<file path="src/rtl/opb_s2p_pkg.sv">
// opb_s2p_pkg
//   Shared constants and types for the fabric-to-PowerPC readback register
//   bank and its OPB acknowledge FSM.
//   - OFF_*        : byte offsets of the register map inside the slave window
//   - WORD_*       : the same offsets as 32-bit word indices
//   - CTRL_*_BIT   : bit positions inside the CTRL word (LSB = OPB_DBus[31])
//   - ack_state_t  : states of the three-state OPB handshake
package opb_s2p_pkg;

  // Window is 256 bytes, so eight offset bits cover it.
  localparam int OFF_W = 8;

  localparam logic [OFF_W-1:0] OFF_CTRL    = 8'h00;
  localparam logic [OFF_W-1:0] OFF_CAPCNT  = 8'h04;
  localparam logic [OFF_W-1:0] OFF_SHADOW0 = 8'h08;

  localparam logic [OFF_W-3:0] WORD_CTRL    = OFF_CTRL[OFF_W-1:2];
  localparam logic [OFF_W-3:0] WORD_CAPCNT  = OFF_CAPCNT[OFF_W-1:2];
  localparam logic [OFF_W-3:0] WORD_SHADOW0 = OFF_SHADOW0[OFF_W-1:2];

  localparam int CTRL_FREEZE_BIT = 0;
  localparam int CTRL_SWCAP_BIT  = 1;

  typedef enum logic [1:0] {
    IDLE  = 2'd0,
    ACK   = 2'd1,
    GUARD = 2'd2
  } ack_state_t;

endpackage

</file>
<file path="src/rtl/opb_slave_ack_fsm.sv">
// opb_slave_ack_fsm
//   Address-window decode and acknowledge handshake for a simple OPB slave.
//   Ports:
//     clk, rst_n   : OPB clock, synchronous active-low reset
//     abus         : OPB address (big-endian bit order, numeric value used)
//     rnw, select  : OPB read-not-write and transfer request
//     access       : one-cycle pulse on the edge that accepts a transfer
//     offset       : byte offset from the base address, valid with access
//     acc_rnw      : direction of the accepted transfer, valid with access
//     xfer_ack     : registered acknowledge, high for exactly one cycle
//     state        : current handshake state (debug visibility)
//
//   Handshake: the master raises select with a stable address and keeps it
//   until it sees xfer_ack. A select that hits the window in IDLE is accepted
//   on that edge (access = 1); xfer_ack is high for the following cycle only.
//   GUARD then swallows one more cycle so a master that drops select one
//   cycle late is not acknowledged twice. Out-of-window selects are ignored.
module opb_slave_ack_fsm
  import opb_s2p_pkg::*;
#(
  parameter logic [31:0] C_BASEADDR   = 32'h0100_4400,
  parameter logic [31:0] C_HIGHADDR   = 32'h0100_44FF,
  parameter int          C_OPB_AWIDTH = 32
) (
  input  logic                  clk,
  input  logic                  rst_n,
  input  logic [0:C_OPB_AWIDTH-1] abus,
  input  logic                  rnw,
  input  logic                  select,
  output logic                  access,
  output logic [OFF_W-1:0]      offset,
  output logic                  acc_rnw,
  output logic                  xfer_ack,
  output ack_state_t            state
);

  localparam logic [C_OPB_AWIDTH-1:0] BASE = C_BASEADDR[C_OPB_AWIDTH-1:0];
  localparam logic [C_OPB_AWIDTH-1:0] HIGH = C_HIGHADDR[C_OPB_AWIDTH-1:0];

  logic [C_OPB_AWIDTH-1:0] addr;
  logic [C_OPB_AWIDTH-1:0] rel;
  logic                    hit;
  logic                    unused_rel;

  // Assigning the ascending-range bus to a descending vector keeps the
  // numeric value (abus[C_OPB_AWIDTH-1] is the LSB).
  assign addr    = abus;
  assign hit     = (addr >= BASE) && (addr <= HIGH);
  assign rel     = addr - BASE;
  assign offset  = rel[OFF_W-1:0];
  assign acc_rnw = rnw;

  // Combinational so the register bank can act on the same accepting edge.
  assign access = (state == IDLE) && select && hit;

  assign unused_rel = &{1'b0, rel[C_OPB_AWIDTH-1:OFF_W]};

  always_ff @(posedge clk) begin
    if (!rst_n) begin
      state    <= IDLE;
      xfer_ack <= 1'b0;
    end else begin
      xfer_ack <= access;
      case (state)
        IDLE:    if (access) state <= ACK;
        ACK:     state <= GUARD;
        GUARD:   state <= IDLE;
        default: state <= IDLE;
      endcase
    end
  end

endmodule

</file>
<file path="src/rtl/opb_simulink2ppc_regbank.sv">
// opb_simulink2ppc_regbank
//   OPB slave exposing C_NUM_REGS 32-bit words snapshotted from fabric logic.
//   Ports:
//     OPB_Clk, OPB_Rst_n         : clock, synchronous active-low reset
//     OPB_ABus/BE/DBus/RNW       : OPB address, byte enables, write data, dir
//     OPB_select, OPB_seqAddr    : transfer request; seqAddr is ignored
//     Sl_DBus, Sl_xferAck        : registered read data and one-cycle ack
//     Sl_errAck/retry/toutSup    : tied low
//     user_data_in               : fabric words, word k = [32k+31:32k]
//     user_capture               : one-cycle capture strobe from fabric
//     user_frozen                : CTRL.freeze
//     fsm_state                  : handshake state (debug visibility)
//   Map: 0x00 CTRL {sw_capture(w1, reads 0), freeze}, 0x04 CAPCNT,
//        0x08+4k SHADOW[k]; everything else reads 0 and ignores writes.
module opb_simulink2ppc_regbank
  import opb_s2p_pkg::*;
#(
  parameter logic [31:0] C_BASEADDR   = 32'h0100_4400,
  parameter logic [31:0] C_HIGHADDR   = 32'h0100_44FF,
  parameter int          C_OPB_AWIDTH = 32,
  parameter int          C_OPB_DWIDTH = 32,
  parameter int          C_NUM_REGS   = 4,
  parameter string       C_FAMILY     = "virtex5"
) (
  input  logic                    OPB_Clk,
  input  logic                    OPB_Rst_n,
  input  logic [0:C_OPB_AWIDTH-1] OPB_ABus,
  input  logic [0:3]              OPB_BE,
  input  logic [0:C_OPB_DWIDTH-1] OPB_DBus,
  input  logic                    OPB_RNW,
  input  logic                    OPB_select,
  input  logic                    OPB_seqAddr,
  output logic [0:C_OPB_DWIDTH-1] Sl_DBus,
  output logic                    Sl_xferAck,
  output logic                    Sl_errAck,
  output logic                    Sl_retry,
  output logic                    Sl_toutSup,
  input  logic [32*C_NUM_REGS-1:0] user_data_in,
  input  logic                    user_capture,
  output logic                    user_frozen,
  output logic [1:0]              fsm_state
);

  logic             access;
  logic             acc_rnw;
  logic [OFF_W-1:0] offset;
  ack_state_t       ack_state;

  logic [31:0] wdata;
  logic [5:0]  word;
  logic        ctrl_wr;
  logic        sw_cap;
  logic        freeze;
  logic        freeze_nxt;
  logic        capture;
  logic [31:0] capcnt;
  logic [31:0] shadow [C_NUM_REGS];
  logic [31:0] rd_data;
  logic [31:0] dbus_q;
  logic        unused_ok;

  opb_slave_ack_fsm #(
    .C_BASEADDR   (C_BASEADDR),
    .C_HIGHADDR   (C_HIGHADDR),
    .C_OPB_AWIDTH (C_OPB_AWIDTH)
  ) u_ack (
    .clk      (OPB_Clk),
    .rst_n    (OPB_Rst_n),
    .abus     (OPB_ABus),
    .rnw      (OPB_RNW),
    .select   (OPB_select),
    .access   (access),
    .offset   (offset),
    .acc_rnw  (acc_rnw),
    .xfer_ack (Sl_xferAck),
    .state    (ack_state)
  );

  // Numeric view of the write bus: wdata[0] is OPB_DBus[31].
  assign wdata = OPB_DBus;
  assign word  = offset[OFF_W-1:2];

  // CTRL writes are honoured only with the least significant byte lane.
  assign ctrl_wr    = access && !acc_rnw && (word == WORD_CTRL) && OPB_BE[3];
  assign freeze_nxt = ctrl_wr ? wdata[CTRL_FREEZE_BIT] : freeze;
  assign sw_cap     = ctrl_wr && wdata[CTRL_SWCAP_BIT];
  // Gate on the post-write freeze value so "unfreeze + sw_capture" in one
  // write captures immediately; fabric and software strobes merge into one.
  assign capture    = (user_capture || sw_cap) && !freeze_nxt;

  // Read mux sees pre-edge register values, so a capture on the accepting
  // edge is only visible to the next read.
  always_comb begin
    rd_data = 32'h0;
    if (word == WORD_CTRL) begin
      rd_data[CTRL_FREEZE_BIT] = freeze;
    end else if (word == WORD_CAPCNT) begin
      rd_data = capcnt;
    end else begin
      for (int k = 0; k < C_NUM_REGS; k++) begin
        if (word == WORD_SHADOW0 + 6'(k)) rd_data = shadow[k];
      end
    end
  end

  always_ff @(posedge OPB_Clk) begin
    if (!OPB_Rst_n) begin
      freeze <= 1'b0;
      capcnt <= 32'h0;
      dbus_q <= 32'h0;
      for (int k = 0; k < C_NUM_REGS; k++) shadow[k] <= 32'h0;
    end else begin
      freeze <= freeze_nxt;
      if (capture) begin
        capcnt <= capcnt + 32'd1;
        for (int k = 0; k < C_NUM_REGS; k++) shadow[k] <= user_data_in[32*k +: 32];
      end
      // Data is driven only for the ack cycle; zero otherwise.
      dbus_q <= (access && acc_rnw) ? rd_data : 32'h0;
    end
  end

  assign Sl_DBus     = dbus_q;
  assign Sl_errAck   = 1'b0;
  assign Sl_retry    = 1'b0;
  assign Sl_toutSup  = 1'b0;
  assign user_frozen = freeze;
  assign fsm_state   = ack_state;

  assign unused_ok = &{1'b0, OPB_seqAddr, OPB_BE[0:2], wdata[31:2], offset[1:0]};

endmodule
</file>
<file path="config.mk">
export PLATFORM = sky130hd
export DESIGN_NAME = opb_simulink2ppc_regbank
export DESIGN_NICKNAME = d
export VERILOG_FILES = /design/src/rtl/opb_s2p_pkg.sv /design/src/rtl/opb_slave_ack_fsm.sv /design/src/rtl/opb_simulink2ppc_regbank.sv
export SDC_FILE = /design/constraint.sdc
export NUM_CORES = 1
export LEC_CHECK = 0
export ABC_AREA = 1
export CAP_MARGIN = 5
export CORE_ASPECT_RATIO = 0.9
export CORE_MARGIN = 2
export CORE_UTILIZATION = 55
export CTS_BUF_LIST = sky130_fd_sc_hd__clkbuf_4
export DETAILED_ROUTE_END_ITERATION = 6
export PLACE_DENSITY = 0.95
export SYNTH_ARGS = -nofsm -noshare
export SYNTH_HDL_FRONTEND = slang
export SYNTH_SLANG_ARGS = --single-unit
</file>
<file path="constraint.sdc">
create_clock -name OPB_Clk -period 8.2 [get_ports OPB_Clk]
set_input_delay 1.64 -clock OPB_Clk [delete_from_list [all_inputs] [get_ports OPB_Clk]]
set_output_delay 1.64 -clock OPB_Clk [all_outputs]
set_load 0.005 [all_outputs]
</file>
; Word-level counts from Yosys, hierarchy flattened
; Memory sizes are Yosys's and may differ from the RTL's.
; Cells that the tools add are included.
[word_totals]
reg_bits = 68
latchBits = 0
input_bits = 202
n_memories = 1
mem_bits_ro = 0
ramBits = 128
[op_classes]
add_sub_neg = 2
shift = 0
div = 0
magnitude_cmp = 2
n_reduce_logical = 16
multipliers = 0
muxes = 17
bitwise = 6
n_eq_ne = 7
[memory_table]
columns = name, words, width, rd, rd_ports_with_merged_regs, wr, line_no
row1 = shadow, 4, 32, 4, 0, 4, opb_simulink2ppc_regbank.sv:57  ; logic [31:0] shadow [C_NUM_REGS];
[ops]
columns = op, n
row1 = 2-to-1 mux 32 bit, 9
row2 = adder 32 x 1 -> 32 bit (second input constant), 1
row3 = greater-or-equal comparator 32 x 25 -> 1 bit (second input constant), 1
row4 = <= comparator 32 x 25 -> 1 bit (second input constant), 1
row5 = == test 6 x 2 -> 1 bit (second input constant), 2
row6 = == test 6 x 3 -> 1 bit (second input constant), 2
row7 = logical AND 1 bit, 9
row8 = subtractor 8 x 1 -> 8 bit (second input constant), 1
row9 = == test 6 x 1 -> 1 bit (second input constant), 1
row10 = logical NOT 6 bit, 1
row11 = 2-to-1 mux 1 bit, 6
row12 = OR 1 bit, 4
row13 = case mux 2 bit (2 select lines), 1
row14 = OR reduction 3 bit, 1
row15 = == test 2 x 1 -> 1 bit (second input constant), 1
row16 = logical NOT 1 bit, 2
row17 = logical NOT 2 bit, 1
row18 = 2-to-1 mux 2 bit, 1
row19 = inequality test 2 bit (second input constant), 1
row20 = NOT 1 bit, 2
row21 = AND reduction 2 bit, 1
row22 = logical OR 1 bit, 1

; Logic depth before layout (Yosys ltp)
; Gate-level depths: netlist (run 1).
[logic_depth]
ltp_word = 13
depth_mapped = 14

; Modules after synthesis
; Synthesis (run 1) repeated with hierarchy kept, for this count alone.
[hier_totals]
cells_unflattened = 1134
area_unflattened_um2 = 9430.3
[modules_own_cells]
columns = module, seq_area_each_um2, n_inst, area_per_inst_um2, cells_per_inst
row1 = opb_simulink2ppc_regbank, 5144.9, 1, 9071.2, 1067
row2 = opb_slave_ack_fsm, 60.1, 1, 359.1, 67

; Worst setup path before layout (run 1)
; OpenSTA, ideal clock, no wires.
[synth_path]
kind = input to register
from = input OPB_ABus[24] (netlist bit)
to = memory shadow[0][0] (enable)
n_path_buf = 1
setup_time_ns = 0.492
path_stages = 8
t_arrival_ns = 5.418
slack_ns = 2.290
required_time_ns = 7.708
path_cell_list = nor2_2 > nand3_2 > nor3_2 > nand3_1 > nand2_1 > nand3_1 > buf_2 > nand2_1
[synth_lines]
columns = element, line_no
row1 = start: declaration, opb_simulink2ppc_regbank.sv:27  ; input logic [0:C_OPB_AWIDTH-1] OPB_ABus,
row2 = end: declaration, opb_simulink2ppc_regbank.sv:57

==> results of run 1 <==
==> worst max-delay path, stage by stage <==
cell                              delay (ns)
sky130_fd_sc_hd__clkdlybuf4s50_1        0.44
sky130_fd_sc_hd__nor2_2                 0.29
sky130_fd_sc_hd__nand3_2                0.19
sky130_fd_sc_hd__nor3_2                 0.23
sky130_fd_sc_hd__nand2_1                0.11
sky130_fd_sc_hd__nand2_2                0.53
sky130_fd_sc_hd__nand2_1                0.13
sky130_fd_sc_hd__inv_2                  0.11
sky130_fd_sc_hd__nand3_4                0.72
sky130_fd_sc_hd__buf_4                  0.56
sky130_fd_sc_hd__nor2_1                 0.19
==> cell type report <==
| type | instances | area (µm²) |
|---|---|---|
| Clock buffer | 17 | 128 |
| Timing Repair Buffer | 215 | 2130 |
| Fill cell | 1147 | 4980 |
| Multi-Input combinational cell | 652 | 3070 |
| Clock inverter | 15 | 131 |
| Sequential cell | 196 | 5200 |
| Tap cell | 211 | 264 |
| Inverter | 217 | 815 |
==> power breakdown <==
part | switching, W | internal [W]
Sequential | 0.0000167 | 0.00111
Clock | 0.000337 | 0.000152
Combinational | 0.0000833 | 0.0000934
Total | 0.000437 | 0.00135
==> metal layers <==
layer	vias to the layer above	GRT usage
li1	3925	-
met4	0	0.120
met5	-	0
met1	3748	0.353
met3	69	0.0562
met2	472	0.461
==> stage by stage <==
step                      std cells  hold WS, ns
after detailed placement       1491        0.435
after floorplan                1121        0.429
after global placement         1491        0.424
after CTS                      1523        0.458
after global routing           1523        0.470
final                          1523        0.453
==> logic make-up after synthesis <==
kind of cell | Yosys count | share of synthesized area
and+or+nand+nor | 533 | 0.243
buffers and inverters | 273 | 0.116
DFF | 196 | 0.558
AOI/OAI and AO/OA | 100 | 0.0666
xor gates and xnor gates | 15 | 0.0141
adders and majority gates | 1 | 0.00134
other | 1 | 0.000402
==> path summary, 6_finish.rpt <==
| check | end | slack (ns) |
|---|---|---|
| worst max-delay path | shadow[3][28] | 3.46 |
| worst min-delay path | u_ack.state[1] | 0.45 |
| worst max register to register | shadow[3][28] | 4.67 |
| worst min register to register | u_ack.state[1] | 0.45 |
==> layout by cell type, fill, tap and decap left out, types with 41 or more instances in the layout <==
cell type | netlist | routed
sky130_fd_sc_hd__dfxtp_1 | 68 | 68
sky130_fd_sc_hd__nand3_1 | 41 | 41
sky130_fd_sc_hd__nand2_1 | 178 | 176
sky130_fd_sc_hd__inv_1 | 216 | 216
sky130_fd_sc_hd__nor2_1 | 227 | 226
sky130_fd_sc_hd__clkdlybuf4s50_1 | 0 | 201
sky130_fd_sc_hd__edfxtp_1 | 128 | 128
==> state kept, by name (all words and copies together) (netlist names) <==
signal          flops
shadow            128
u_ack.state         2
user_frozen         1
capcnt             32
u_ack.xfer_ack      1
Sl_DBus            32
==> reports/summary.md, run 1 <==
• largest net degree at the start of global routing: 94
• total routing usage reported by global routing: 0.276
• initial antenna violation count: 0
• layout cell share with drive strength beyond 1: 0.0419
• diodes inserted: 0
• total of flip-flops plus latches after synthesis: 196
• setup repair after global routing missed its margin: no
• IO Port Bufs: 201
• count of antenna-violating nets left after detailed routing: 0
• CTS sink count: 196
• crit end category: flop
• drt initial violations: 1014
• worst-case reg-to-reg path depth: 12
• detailed-routed wire length on met2: 11800 µm
• Ys Warns: 0
• clock tree from TritonCTS: done
• post-route total power: 0.00179 W
• Die W: 141 µm
• cell type contributing the most total cell area after synthesis: sky130_fd_sc_hd__edfxtp_1
• Final min period: 4.74 ns
• final worst slack: 3.46 ns
• via count of the first global-routing pass: 7862
• htree depth: 4
• final wirelength: 24200 µm
• crit path DAT: 5.18 ns
• number of nets at the end of the flow: 1502
• Pre-Repair DR Iteration Count: 5
• fraction of synthesis flops using an asynchronous set or reset pin: 0
• post-synthesis sequential area ratio: 0.558
• post-DR wirelength/cell: 15.9 µm
• power per standard cell area: 152 nW/µm²
• hold_buf cts: 0
• leakage dissipation: 5.07 nW
• worst-path fanout max: 93
• Die Y-Extent: 128 µm
• achievable frequency: 211 MHz
• outcome: complete, no violations
• Worst Clk Skew: 0.0189 ns
• final core area utilization: 0.702
• maximum number of buffers from clock root to sink: 2
• total via count after detailed routing: 8214
• Total Neg Setup Slack: 0 ns
• type of the worst setup path: input pin to flop
• transition time of the tightest slew-check pin: 1.25 ns
• area share of the largest cell type after synthesis: 0.412
• most repeated cell in the gate-level netlist after synthesis: sky130_fd_sc_hd__nor2_1
• floorplan die area: 18000 µm²
• top post-synthesis cells by area: sky130_fd_sc_hd__edfxtp_1, sky130_fd_sc_hd__dfxtp_1, sky130_fd_sc_hd__nor2_1
• hold path startpoint: u_ack.state[1]
• launching element type of the critical path: input pin
• Worst-path clk slew: 0.15 ns
• DRC violation count after routing: 0
• average footprint of a synthesized cell: 8.33 µm²
• worst reg2reg startpoint: u_ack.state[0]
• maximum vdd ir drop: 0.0932 mV
• placeable core region: 16700 µm²
• routed wire length on met3: 2170 µm
• number of enable flip-flop cells after synthesis: 128
• fin crit share: 0.578
• Worst setup startpoint: OPB_ABus[27]
• Ports: 241
• post-detailed-route via-to-cell ratio: 5.39
• Final GP Congestion: 0.914
• count of mapped cells out of synthesis: 1119
• Congestion Overflow GR: 0
• layout overhead on the synthesized area: 25.9%
• hold-critical path depth: 1
• total of endpoints with negative setup slack in the final report: 0
• worst-skew pair later-pin latency: 0.61 ns
• Pins Over Slew Limit: 0
• post-place setup slack: 2.90 ns
• Post-CTS Repair Setup Buffers: 0
• worst slew slack as a fraction of its limit: 0.165
• MaxCap Viol Count: 0
• post-synthesis cell type count: 29
• highest routed metal layer: met4
• top cells by instance count after synthesis: sky130_fd_sc_hd__nor2_1, sky130_fd_sc_hd__inv_1, sky130_fd_sc_hd__nand2_1, sky130_fd_sc_hd__edfxtp_1, sky130_fd_sc_hd__dfxtp_1
• path class of the lowest-slack min-delay path: flop to flop
• Critical Path RT: 8.65 ns
• Hold Fails Final Rpt: 0
• Cell Area, Placed: 11500 µm²
• wire length the detailed router placed on met1: 9510 µm
• effective utilization at floorplan: 0.558
• final design area excluding fillers: 11700 µm²
• CTS root buffer: sky130_fd_sc_hd__clkbuf_4
• wire length of the first global-routing pass: 38800 µm
• Resized cells post-CTS: 0
• Post-Syn Area: 9320 µm²
• post-detail-place hpwl: 16900 µm
• Synth Flop Type: sky130_fd_sc_hd__edfxtp_1
• row cnt: 45
• number of buffers inserted during clock tree synthesis: 17
Note: power is estimated with default switching activity, not from simulation.
==> run 2: changes to the inputs <==
CORE_UTILIZATION = 46   (was 55)
PLACE_DENSITY = 0.89   (was 0.95)
clock period = 4.3 ns   (was 8.2 ns; I/O delays follow)
==> run 2 against run 1 <==
  * Cell count rose by 3.0%
  * Routed wire length is 1.7% higher
  * Register-to-register slack got worse by 3.1 ns
  * Sequential share of layout area decreased by 0.31 points
  * Via count down 0.80%
  * Combinational power increased by 89%
  * Clock skew about the same
  * Clock power rose by 98%
  * Critical path depth fell by 1
  * Critical endpoint is now shadow[0][14]
  * Largest cell class unchanged
==> reports/summary.md, run 2 (synthesis results as in run 1) <==
• Resized cells post-CTS: 0
• DRC violation count after routing: 0
• FF-to-FF setup slack: 1.58 ns
• power per standard cell area: 291 nW/µm²
• Die W: 154 µm
• leakage dissipation: 5.09 nW
• fin crit share: 0.734
• crit end category: flop
• post-place setup slack: 0.612 ns
• clock tree from TritonCTS: done
• Pins Over Slew Limit: 0
• wire length of the first global-routing pass: 39100 µm
• Post-CTS Repair Setup Buffers: 0
• drt initial violations: 852
• most common cell after layout, fill and taps aside: sky130_fd_sc_hd__nor2_1
• flip-flop count of the largest register, all copies and words added: 128
• CTS root buffer: sky130_fd_sc_hd__clkbuf_4
• worst-skew pair later-pin latency: 0.58 ns
• layout overhead on the synthesized area: 26.8%
• htree depth: 4
• placeable core region: 19900 µm²
• worst reg2reg startpoint: u_ack.state[0]
• post-detailed-route via-to-cell ratio: 5.19
• CTS sink count: 196
• number of nets at the end of the flow: 1504
• Pre-Repair DR Iteration Count: 5
• number of buffers inserted during clock tree synthesis: 17
• r2r endpoint: shadow[0][14]
• effective utilization at floorplan: 0.468
• hold path startpoint: u_ack.state[1]
• Ports: 241
• largest register by flop count: shadow
• final worst slack: 1.14 ns
• Critical Path RT: 4.74 ns
• row cnt: 49
• Worst Clk Skew: 0.0192 ns
• path class of the lowest-slack min-delay path: flop to flop
• IO Port Bufs: 201
• setup repair after global routing missed its margin: no
• maximum number of buffers from clock root to sink: 2
• crit path DAT: 3.60 ns
• achievable frequency: 317 MHz
• count of antenna-violating nets left after detailed routing: 0
• total of endpoints with negative setup slack in the final report: 0
• Congestion Overflow GR: 0
• transition time of the tightest slew-check pin: 1.16 ns
• Endpoint, Worst Hold: u_ack.state[1]
• Total Neg Setup Slack: 0 ns
• Die Y-Extent: 139 µm
• layout cell share with drive strength beyond 1: 0.0419
• hold-critical path depth: 1
• outcome: complete, no violations
• floorplan die area: 21400 µm²
• total routing usage reported by global routing: 0.232
• post-detail-place hpwl: 17900 µm
• Final min period: 3.16 ns
• total via count after detailed routing: 8148
• hold_buf cts: 0
• Final GP Congestion: 0.882
• worst-path fanout max: 38
• Worst-path clk slew: 0.15 ns
• diodes inserted: 0
• MaxCap Viol Count: 0
• Hold Fails Final Rpt: 0
• via count of the first global-routing pass: 7851
• largest net degree at the start of global routing: 78
• commonest non-fill, non-tap cells in the layout: sky130_fd_sc_hd__nor2_1, sky130_fd_sc_hd__inv_1, sky130_fd_sc_hd__clkdlybuf4s50_1
• type of the worst setup path: input pin to flop
• launching element type of the critical path: input pin
• post-DR wirelength/cell: 15.7 µm
• initial antenna violation count: 0
• worst slew slack as a fraction of its limit: 0.224
• worst-case reg-to-reg path depth: 11
• maximum vdd ir drop: 0.138 mV
• final wirelength: 24600 µm
run 2: cell types whose count changed in the layout (fill, tap and decap cells not counted), sizes merged:
| cell | delta |
|---|---|
| clkinvlp | -4 |
| buf | +2 |
| clkinv | +4 |
| bufinv | +1 |
| clkbuf | +1 |
| inv | -2 |
run 2: area by class of cell:
cell class / count / area, µm²
clock inverters: 14 / 136
clock buffers: 18 / 135
well taps: 255 / 319
repair buffers: 217 / 2140
fillers: 1654 / 8100
flip-flops and latches: 196 / 5200
inverters: 217 / 815
multi-input cells: 652 / 3070
run 2: worst max path at each step:
stage	start	to	slack, ns	cells after the start
after floorplan	OPB_ABus[24]	shadow[0][0]	0.44	8
after global placement	OPB_ABus[7]	shadow[1][18]	0.70	13
after detailed placement	OPB_ABus[27]	shadow[0][14]	0.61	10
after CTS	OPB_ABus[27]	shadow[0][14]	1.23	10
after global routing	OPB_ABus[7]	shadow[0][14]	0.99	13
final	OPB_ABus[27]	shadow[0][14]	1.14	10
run 2: report_power, final:
part / total (W) / leakage, nW / switching, W / internal, W
combinational: 0.000335 / 3.02 / 0.000159 / 0.000176
clock: 0.000968 / 0.147 / 0.000620 / 0.000348
sequential: 0.00214 / 1.92 / 0.0000308 / 0.00211
run 2: stage by stage:
step	util	cells	hold WS (ns)	power [W]	area, µm²
2_1_floorplan	-	1121	0.429	0.00232	9330
3_3_place_gp	0.580	1537	0.422	0.00250	11600
3_5_place_dp	0.580	1537	0.432	0.00252	11600
4_1_cts	0.593	1569	0.452	0.00345	11800
5_1_grt	0.593	1569	0.482	0.00356	11800
6_report	0.593	1569	0.446	0.00345	11800
run 2: metal layers:
metal  routed length, µm  vias to the layer above  global-route usage
met3                2040                       69              0.0550
met2               12100                      370               0.391
li1                    -                     3931                   -
met5                   0                        -                   0
met1                9880                     3778               0.293
met4                 663                        0              0.0836
run 2: critical path: stages:
cell                              delay, ns
sky130_fd_sc_hd__clkdlybuf4s50_1       0.45
sky130_fd_sc_hd__nor2_2                0.28
sky130_fd_sc_hd__nand3_2               0.19
sky130_fd_sc_hd__nor3_2                0.20
sky130_fd_sc_hd__nand3_1               0.10
sky130_fd_sc_hd__nand2_1               0.11
sky130_fd_sc_hd__buf_4                 0.35
sky130_fd_sc_hd__nand3_4               0.39
sky130_fd_sc_hd__buf_4                 0.42
sky130_fd_sc_hd__nor2_1                0.18
==> run 3: changes to the inputs <==
CORE_UTILIZATION = 51   (was 46)
PLACE_DENSITY = 0.93   (was 0.89)
clock period = 3.21 ns   (was 4.3 ns; I/O delays follow)
==> run 3 against run 2 <==
  * First-iteration DRC count grew 9.6%
  * Setup slack got worse by 0.58 ns
  * Cell count shrank 0.25%
  * Critical path depth is the same
  * Hold slack gained 0.012 ns
  * Sequential share of layout area shrank 0.42 points
  * Sequential power is 34% higher
  * Final area is 0.95% higher
  * Critical endpoint is now shadow[1][1]
  * Largest cell class unchanged
  * Highest routed layer unchanged
==> reports/summary.md, run 3 (synthesis results as in run 1) <==
• outcome: complete, no violations
• post-DR wirelength/cell: 16.3 µm
• Pre-Repair DR Iteration Count: 6
• Top Family by Delay on Critical Path: buffers and inverters
• type of the worst setup path: input pin to flop
• number of nets at the end of the flow: 1514
• initial antenna violation count: 1
• layout cell share with drive strength beyond 1: 0.0521
• achievable frequency: 378 MHz
• Cell Area, Placed: 11600 µm²
• placed instance count: 1532
• fin crit share: 0.823
• Die W: 147 µm
• total routing usage reported by global routing: 0.269
• Worst-path clk slew: 0.15 ns
• transition time of the tightest slew-check pin: 0.649 ns
• Post-CTS Repair Setup Buffers: 0
• Die Y-Extent: 132 µm
• MaxCap Viol Count: 0
• CTS root buffer: sky130_fd_sc_hd__clkbuf_4
• worst slew slack as a fraction of its limit: 0.567
• Internal Pwr Total: 0.00350 W
• maximum vdd ir drop: 0.226 mV
• number of fill cells: 1300
• CTS sink count: 196
• leakage dissipation: 5.16 nW
• final core area utilization: 0.671
• most common cell after layout, fill and taps aside: sky130_fd_sc_hd__nor2_1
• hold slack final: 0.458 ns
• largest register by flop count: shadow
• switching power as a share of total power: 0.254
• via count of the first global-routing pass: 8030
• Clk pwr share: 0.288
• Critical Path RT: 3.55 ns
• flip-flop count of the largest register, all copies and words added: 128
• post-detail-place hpwl: 18300 µm
• IO Port Bufs: 201
• setup repair after global routing missed its margin: no
• final design area excluding fillers: 11900 µm²
• commonest non-fill, non-tap cells in the layout: sky130_fd_sc_hd__nor2_1, sky130_fd_sc_hd__inv_1, sky130_fd_sc_hd__clkdlybuf4s50_1
• crit path DAT: 2.98 ns
• Final min period: 2.64 ns
• Worst Clk Skew: 0.0161 ns
• Ports: 241
• most frequent cell on the critical path: sky130_fd_sc_hd__nor2_1
• number of buffers inserted during clock tree synthesis: 17
• maximum number of buffers from clock root to sink: 2
• effective utilization at floorplan: 0.524
• wire length of the first global-routing pass: 41000 µm
• Finished Layout Cells: 1565
• combinational power share: 0.099
• CP Cell Sequence: clkdlybuf4s50_1 -> nor2_1 -> nand3_2 -> nor3_2 -> nand3_1 -> nand2_1 -> inv_2 -> nand3_4 -> buf_4 -> nor2_1
• clock tree from TritonCTS: done
• path class of the lowest-slack min-delay path: flop to flop
• DRC violation count after routing: 0
• count of antenna-violating nets left after detailed routing: 0
• hold_buf cts: 0
• row cnt: 46
• Resized cells post-CTS: 0
• Slowest cell on crit path: sky130_fd_sc_hd__clkdlybuf4s50_1
• Final GP Congestion: 0.891
• maximum single-stage delay on the critical path: 0.57 ns
• register share of total power: 0.612
• Total Neg Setup Slack: 0 ns
• worst-skew pair later-pin latency: 0.62 ns
• largest net degree at the start of global routing: 67
• placeable core region: 17800 µm²
• power per standard cell area: 393 nW/µm²
• Hold Fails Final Rpt: 0
• final wirelength: 25400 µm
• total via count after detailed routing: 8230
• buffers and inverters on the worst path: 3
• total of endpoints with negative setup slack in the final report: 0
• worst-path fanout max: 64
• Net Switching: 0.00119 W
• post-detailed-route via-to-cell ratio: 5.26
• launching element type of the critical path: input pin
• drt initial violations: 934
• htree depth: 4
• layout overhead on the synthesized area: 28.0%
• Pins Over Slew Limit: 0
• Congestion Overflow GR: 0
• floorplan die area: 19400 µm²
• crit end category: flop
run 3: stage by stage:
stage / power, W / setup slack (ns)
2_1_floorplan: 0.00310 / 0.243
3_3_place_gp: 0.00336 / 0.207
3_5_place_dp: 0.00338 / 0.0636
4_1_cts: 0.00469 / 0.639
5_1_grt: 0.00484 / 0.432
6_report: 0.00469 / 0.567
run 3: metal layers:
layer,share of wire,GRT usage,up-vias
met5,0,0,-
met2,0.49,0.455,451
met1,0.38,0.338,3748
met3,0.093,0.0536,73
met4,0.035,0.114,0
li1,-,-,3958
run 3: path summary, 6_finish.rpt:
path	startpoint	end	slack [ns]	cells past startpoint
min	u_ack.state[1]	u_ack.state[1]	0.46	1
max	OPB_ABus[28]	shadow[1][1]	0.57	10
min reg2reg	u_ack.state[1]	u_ack.state[1]	0.46	1
max reg2reg	u_ack.state[0]	shadow[1][1]	0.83	11
run 3: power by group through the flow:
stage,Combinational (W),Sequential [W],Clock (W)
3_3_place_gp,0.000444,0.00292,0
3_5_place_dp,0.000460,0.00293,0
5_1_grt,0.000507,0.00288,0.00145
4_1_cts,0.000464,0.00287,0.00136
2_1_floorplan,0.000187,0.00291,0
6_report,0.000465,0.00287,0.00135
run 3: cell type report:
class                           count  area [µm²]  area share
Timing Repair Buffer              227        2240       0.188
Antenna cell                        1        2.50    0.000210
Multi-Input combinational cell    652        3070       0.257
Tap cell                          240         300      0.0252
Inverter                          217         815      0.0682
Sequential cell                   196        5200       0.436
Clock buffer                       17         128      0.0107
Clock inverter                     15         173      0.0145
==> edit 1, RTL diff (config.mk and constraints of run 2) <==
`C_OPB_AWIDTH` is set to 32 in 2 places; all go to 28.
--- a/src/rtl/opb_slave_ack_fsm.sv
+++ b/src/rtl/opb_slave_ack_fsm.sv
@@ -20,7 +20,7 @@
 #(
   parameter logic [31:0] C_BASEADDR   = 32'h0100_4400,
   parameter logic [31:0] C_HIGHADDR   = 32'h0100_44FF,
-  parameter int          C_OPB_AWIDTH = 32
+  parameter int          C_OPB_AWIDTH = 28
 ) (
   input  logic                  clk,
   input  logic                  rst_n,
--- a/src/rtl/opb_simulink2ppc_regbank.sv
+++ b/src/rtl/opb_simulink2ppc_regbank.sv
@@ -17,7 +17,7 @@
 #(
   parameter logic [31:0] C_BASEADDR   = 32'h0100_4400,
   parameter logic [31:0] C_HIGHADDR   = 32'h0100_44FF,
-  parameter int          C_OPB_AWIDTH = 32,
+  parameter int          C_OPB_AWIDTH = 28,
   parameter int          C_OPB_DWIDTH = 32,
   parameter int          C_NUM_REGS   = 4,
   parameter string       C_FAMILY     = "virtex5"
Ports: changed (resized OPB_ABus); port bits go from 241 to 237. The function was not compared with the original's and may differ.
==> edit 1 against run 2 <==
Total power increased by 1.8%; sequential power about the same; critical path depth fell by 3; non-clock buffer count decreased by 1; die area increased by 1.9%; setup slack better by 0.23 ns; cell count fell by 2.2%; final area is 1.5% higher; synthesized area rose by 1.9%; sequential cell count stayed put; wire length decreased by 5.9%; first-iteration DRC count shrank 39%; clock power grew 4%; critical endpoint is now Sl_DBus[30]$_SDFF_PP0_; largest power group unchanged.
==> edit 1: results <==
export IMPL_synth_compound_area_share_pct=10.64
export IMPL_final_area_sq_um=12000
export IMPL_die_area_sq_um=21830
export IMPL_tightest_slew_ns=0.9743
export IMPL_fin_cells=1535
export IMPL_nClkBuffers=19
export IMPL_nonClkBufAreaFrac_pct=18.35
export IMPL_grt_pass1_wl_mm=36.63
export IMPL_leakagePower_nw=4.732
export IMPL_inverters=231
export IMPL_final_fill_count=1644
export IMPL_switchingPower_mw=0.8414
export IMPL_critPathSlowestCell="and3_1"
export IMPL_r2r_setup_slack_ns=1.89
export IMPL_wl_per_cell_um=15.10
export IMPL_clk_latency_ns=0.60
export IMPL_seq_share_pct=43.37
export IMPL_hold_slack_ns=0.4620
export IMPL_period_minus_slack_ns=2.928
export IMPL_synth_xor_area_share_pct=1.751
export IMPL_ys_types=34
export IMPL_hpwl_mm=16.81
export IMPL_syn_avg_cell_area_sq_um=8.800
export IMPL_status="completed"
export IMPL_num_nonclk_buffers=216
==> edit 1: cell count changes in the layout (fill, tap and decap cells not counted), sizes merged, moves of 25 or more <==
cell,before,now
nand4,32,7
nor2,229,186
a211oi,30,0
a21oi,32,119
nand2,179,126
o21ai,3,39
==> edit 1: final timing paths <==
kind | from | endpoint | depth (start not counted)
worst max register to register | u_ack.state[0]$_SDFFE_PN0P_ | shadow[0][29]$_SDFFCE_PN0P_ | 8
worst min register to register | u_ack.state[0]$_SDFFE_PN0P_ | u_ack.state[1]$_SDFFE_PN0P_ | 2
worst min-delay path | u_ack.state[0]$_SDFFE_PN0P_ | u_ack.state[1]$_SDFFE_PN0P_ | 2
worst max-delay path | OPB_Rst_n | Sl_DBus[30]$_SDFF_PP0_ | 7
==> edit 1: power by group through the flow <==
stage	combinational, mW	clock, mW	sequential (mW)
final	0.352	1.01	2.14
after global placement	0.343	0	2.18
after CTS	0.354	1.02	2.14
after global routing	0.386	1.08	2.15
after floorplan	0.167	0	2.18
after detailed placement	0.353	0	2.18
==> edit 2, RTL diff (settings of run 2) <==
Made on the original files. Reset style: asynchronous (`OPB_Rst_n` and `rst_n`), changed in 2 clocked blocks. Comments in the files are not updated.
--- a/src/rtl/opb_slave_ack_fsm.sv
+++ b/src/rtl/opb_slave_ack_fsm.sv
@@ -55,7 +55,7 @@
 
   assign unused_rel = &{1'b0, rel[C_OPB_AWIDTH-1:OFF_W]};
 
-  always_ff @(posedge clk) begin
+  always_ff @(posedge clk or negedge rst_n) begin
     if (!rst_n) begin
       state    <= IDLE;
       xfer_ack <= 1'b0;
--- a/src/rtl/opb_simulink2ppc_regbank.sv
+++ b/src/rtl/opb_simulink2ppc_regbank.sv
@@ -103,7 +103,7 @@
     end
   end
 
-  always_ff @(posedge OPB_Clk) begin
+  always_ff @(posedge OPB_Clk or negedge OPB_Rst_n) begin
     if (!OPB_Rst_n) begin
       freeze <= 1'b0;
       capcnt <= 32'h0;
Behaviour: differs if OPB_Rst_n is asserted again (counterexample within 4 cycles, from zero or initial values and one cycle with OPB_Rst_n low); with OPB_Rst_n held inactive, the same outputs for 4 cycles.
==> edit 2 against run 2 <==
Synthesized area rose by 4.5%; sequential power fell by 4%; sequential cell count is the same; combinational power rose by 38%; final area rose by 3.7%; setup slack gained 0.031 ns; count of clock-buffer cells in the layout unchanged; via count up 16%; first-iteration DRC count is 19% higher; total power is 5.1% higher; wire length grew 17%; die area increased by 4.4%.
==> edit 2: results <==
export IMPL_async_flop_share_pct=100.0
export IMPL_vdd_drop_max_uv=186.4
export IMPL_placed_cell_area_sq_um=11940
export IMPL_grtUsageTotal_pct=26.46
export IMPL_worstPathArrival_ns=3.66
export IMPL_synthesis_area_sq_um=9743
export IMPL_layout_drive_gt1_share_pct=4.025
export IMPL_drt_iter0_drc=1013
export IMPL_status="completed"
export IMPL_leakagePower_nw=5.696
export IMPL_synth_compound_area_share_pct=8.142
export IMPL_grt_pass1_wl_mm=46.35
export IMPL_clk_share_pct=2.602
export IMPL_r2r_start="u_ack.state[1]$_DFFE_PN0P_"
export IMPL_inverters=60
export IMPL_synthTopCellsByArea="dfrtp_1, nand2_1, nand4_1"
export IMPL_slew_headroom_pct=38.55
export IMPL_synthTopCellsByCount="nand2_1, dfrtp_1, nand4_1"
export IMPL_max_stage_delay_ns=0.81
export IMPL_fin_nets=1606
export IMPL_final_fill_count=1846
export IMPL_place_congestion=0.9419
export IMPL_finalClockSkew_ns=0.02885
export IMPL_nonClkBufAreaFrac_pct=17.92
export IMPL_fin_util_pct=59.05
export IMPL_met3_usage_pct=5.999
export IMPL_pre_cts_ws_ns=0.6502
export IMPL_worstRegToRegCells=10
export IMPL_setup_slack_ns=1.173
export IMPL_final_seq_area_sq_um=4905
export IMPL_hpwl_mm=19.39
export IMPL_wl_per_cell_um=16.93
export IMPL_multi_input_area_sq_um=4254
export IMPL_wl_met2_mm=13.16
export IMPL_syn_avg_cell_area_sq_um=7.751
export IMPL_wirelength_met1_mm=12.13
export IMPL_design_seq_count=196
export IMPL_crit_start="OPB_ABus[29]"
export IMPL_grt_use_met2_pct=40.57
export IMPL_met3_length_mm=2.468
export IMPL_vias_per_cell=5.561
export IMPL_synth_xor_area_share_pct=1.348
export IMPL_critPathSlowestCell="buf_4"
export IMPL_clk_latency_ns=0.60
==> edit 2: cell types whose count changed after synthesis, sizes merged, moves of 32 or more <==
cell    change
dfxtp      -68
nand4     +131
dfrtp     +196
o21ai      +58
inv       -157
edfxtp    -128
o22ai      -32
nand2     +292
nand3      -33
nor2      -155
a21oi      +64
==> edit 2: how the worst min path moves through the flow <==
stage / to / slack, ns
after floorplan: shadow[65]$_DFFE_PN0P_ / 0.44
after global placement: u_ack.state[1]$_DFFE_PN0P_ / 0.44
after detailed placement: shadow[59]$_DFFE_PN0P_ / 0.46
after CTS: shadow[104]$_DFFE_PN0P_ / 0.28
after global routing: shadow[104]$_DFFE_PN0P_ / 0.27
final: shadow[104]$_DFFE_PN0P_ / 0.27
==> edit 2: power groups by stage <==
stage	logic (mW)	registers, mW	clock network [mW]
finish	0.462	2.06	1.10
global route	0.519	2.08	1.19
CTS	0.465	2.06	1.11
detailed placement	0.463	2.09	0
global placement	0.449	2.09	0
floorplan	0.215	2.07	0
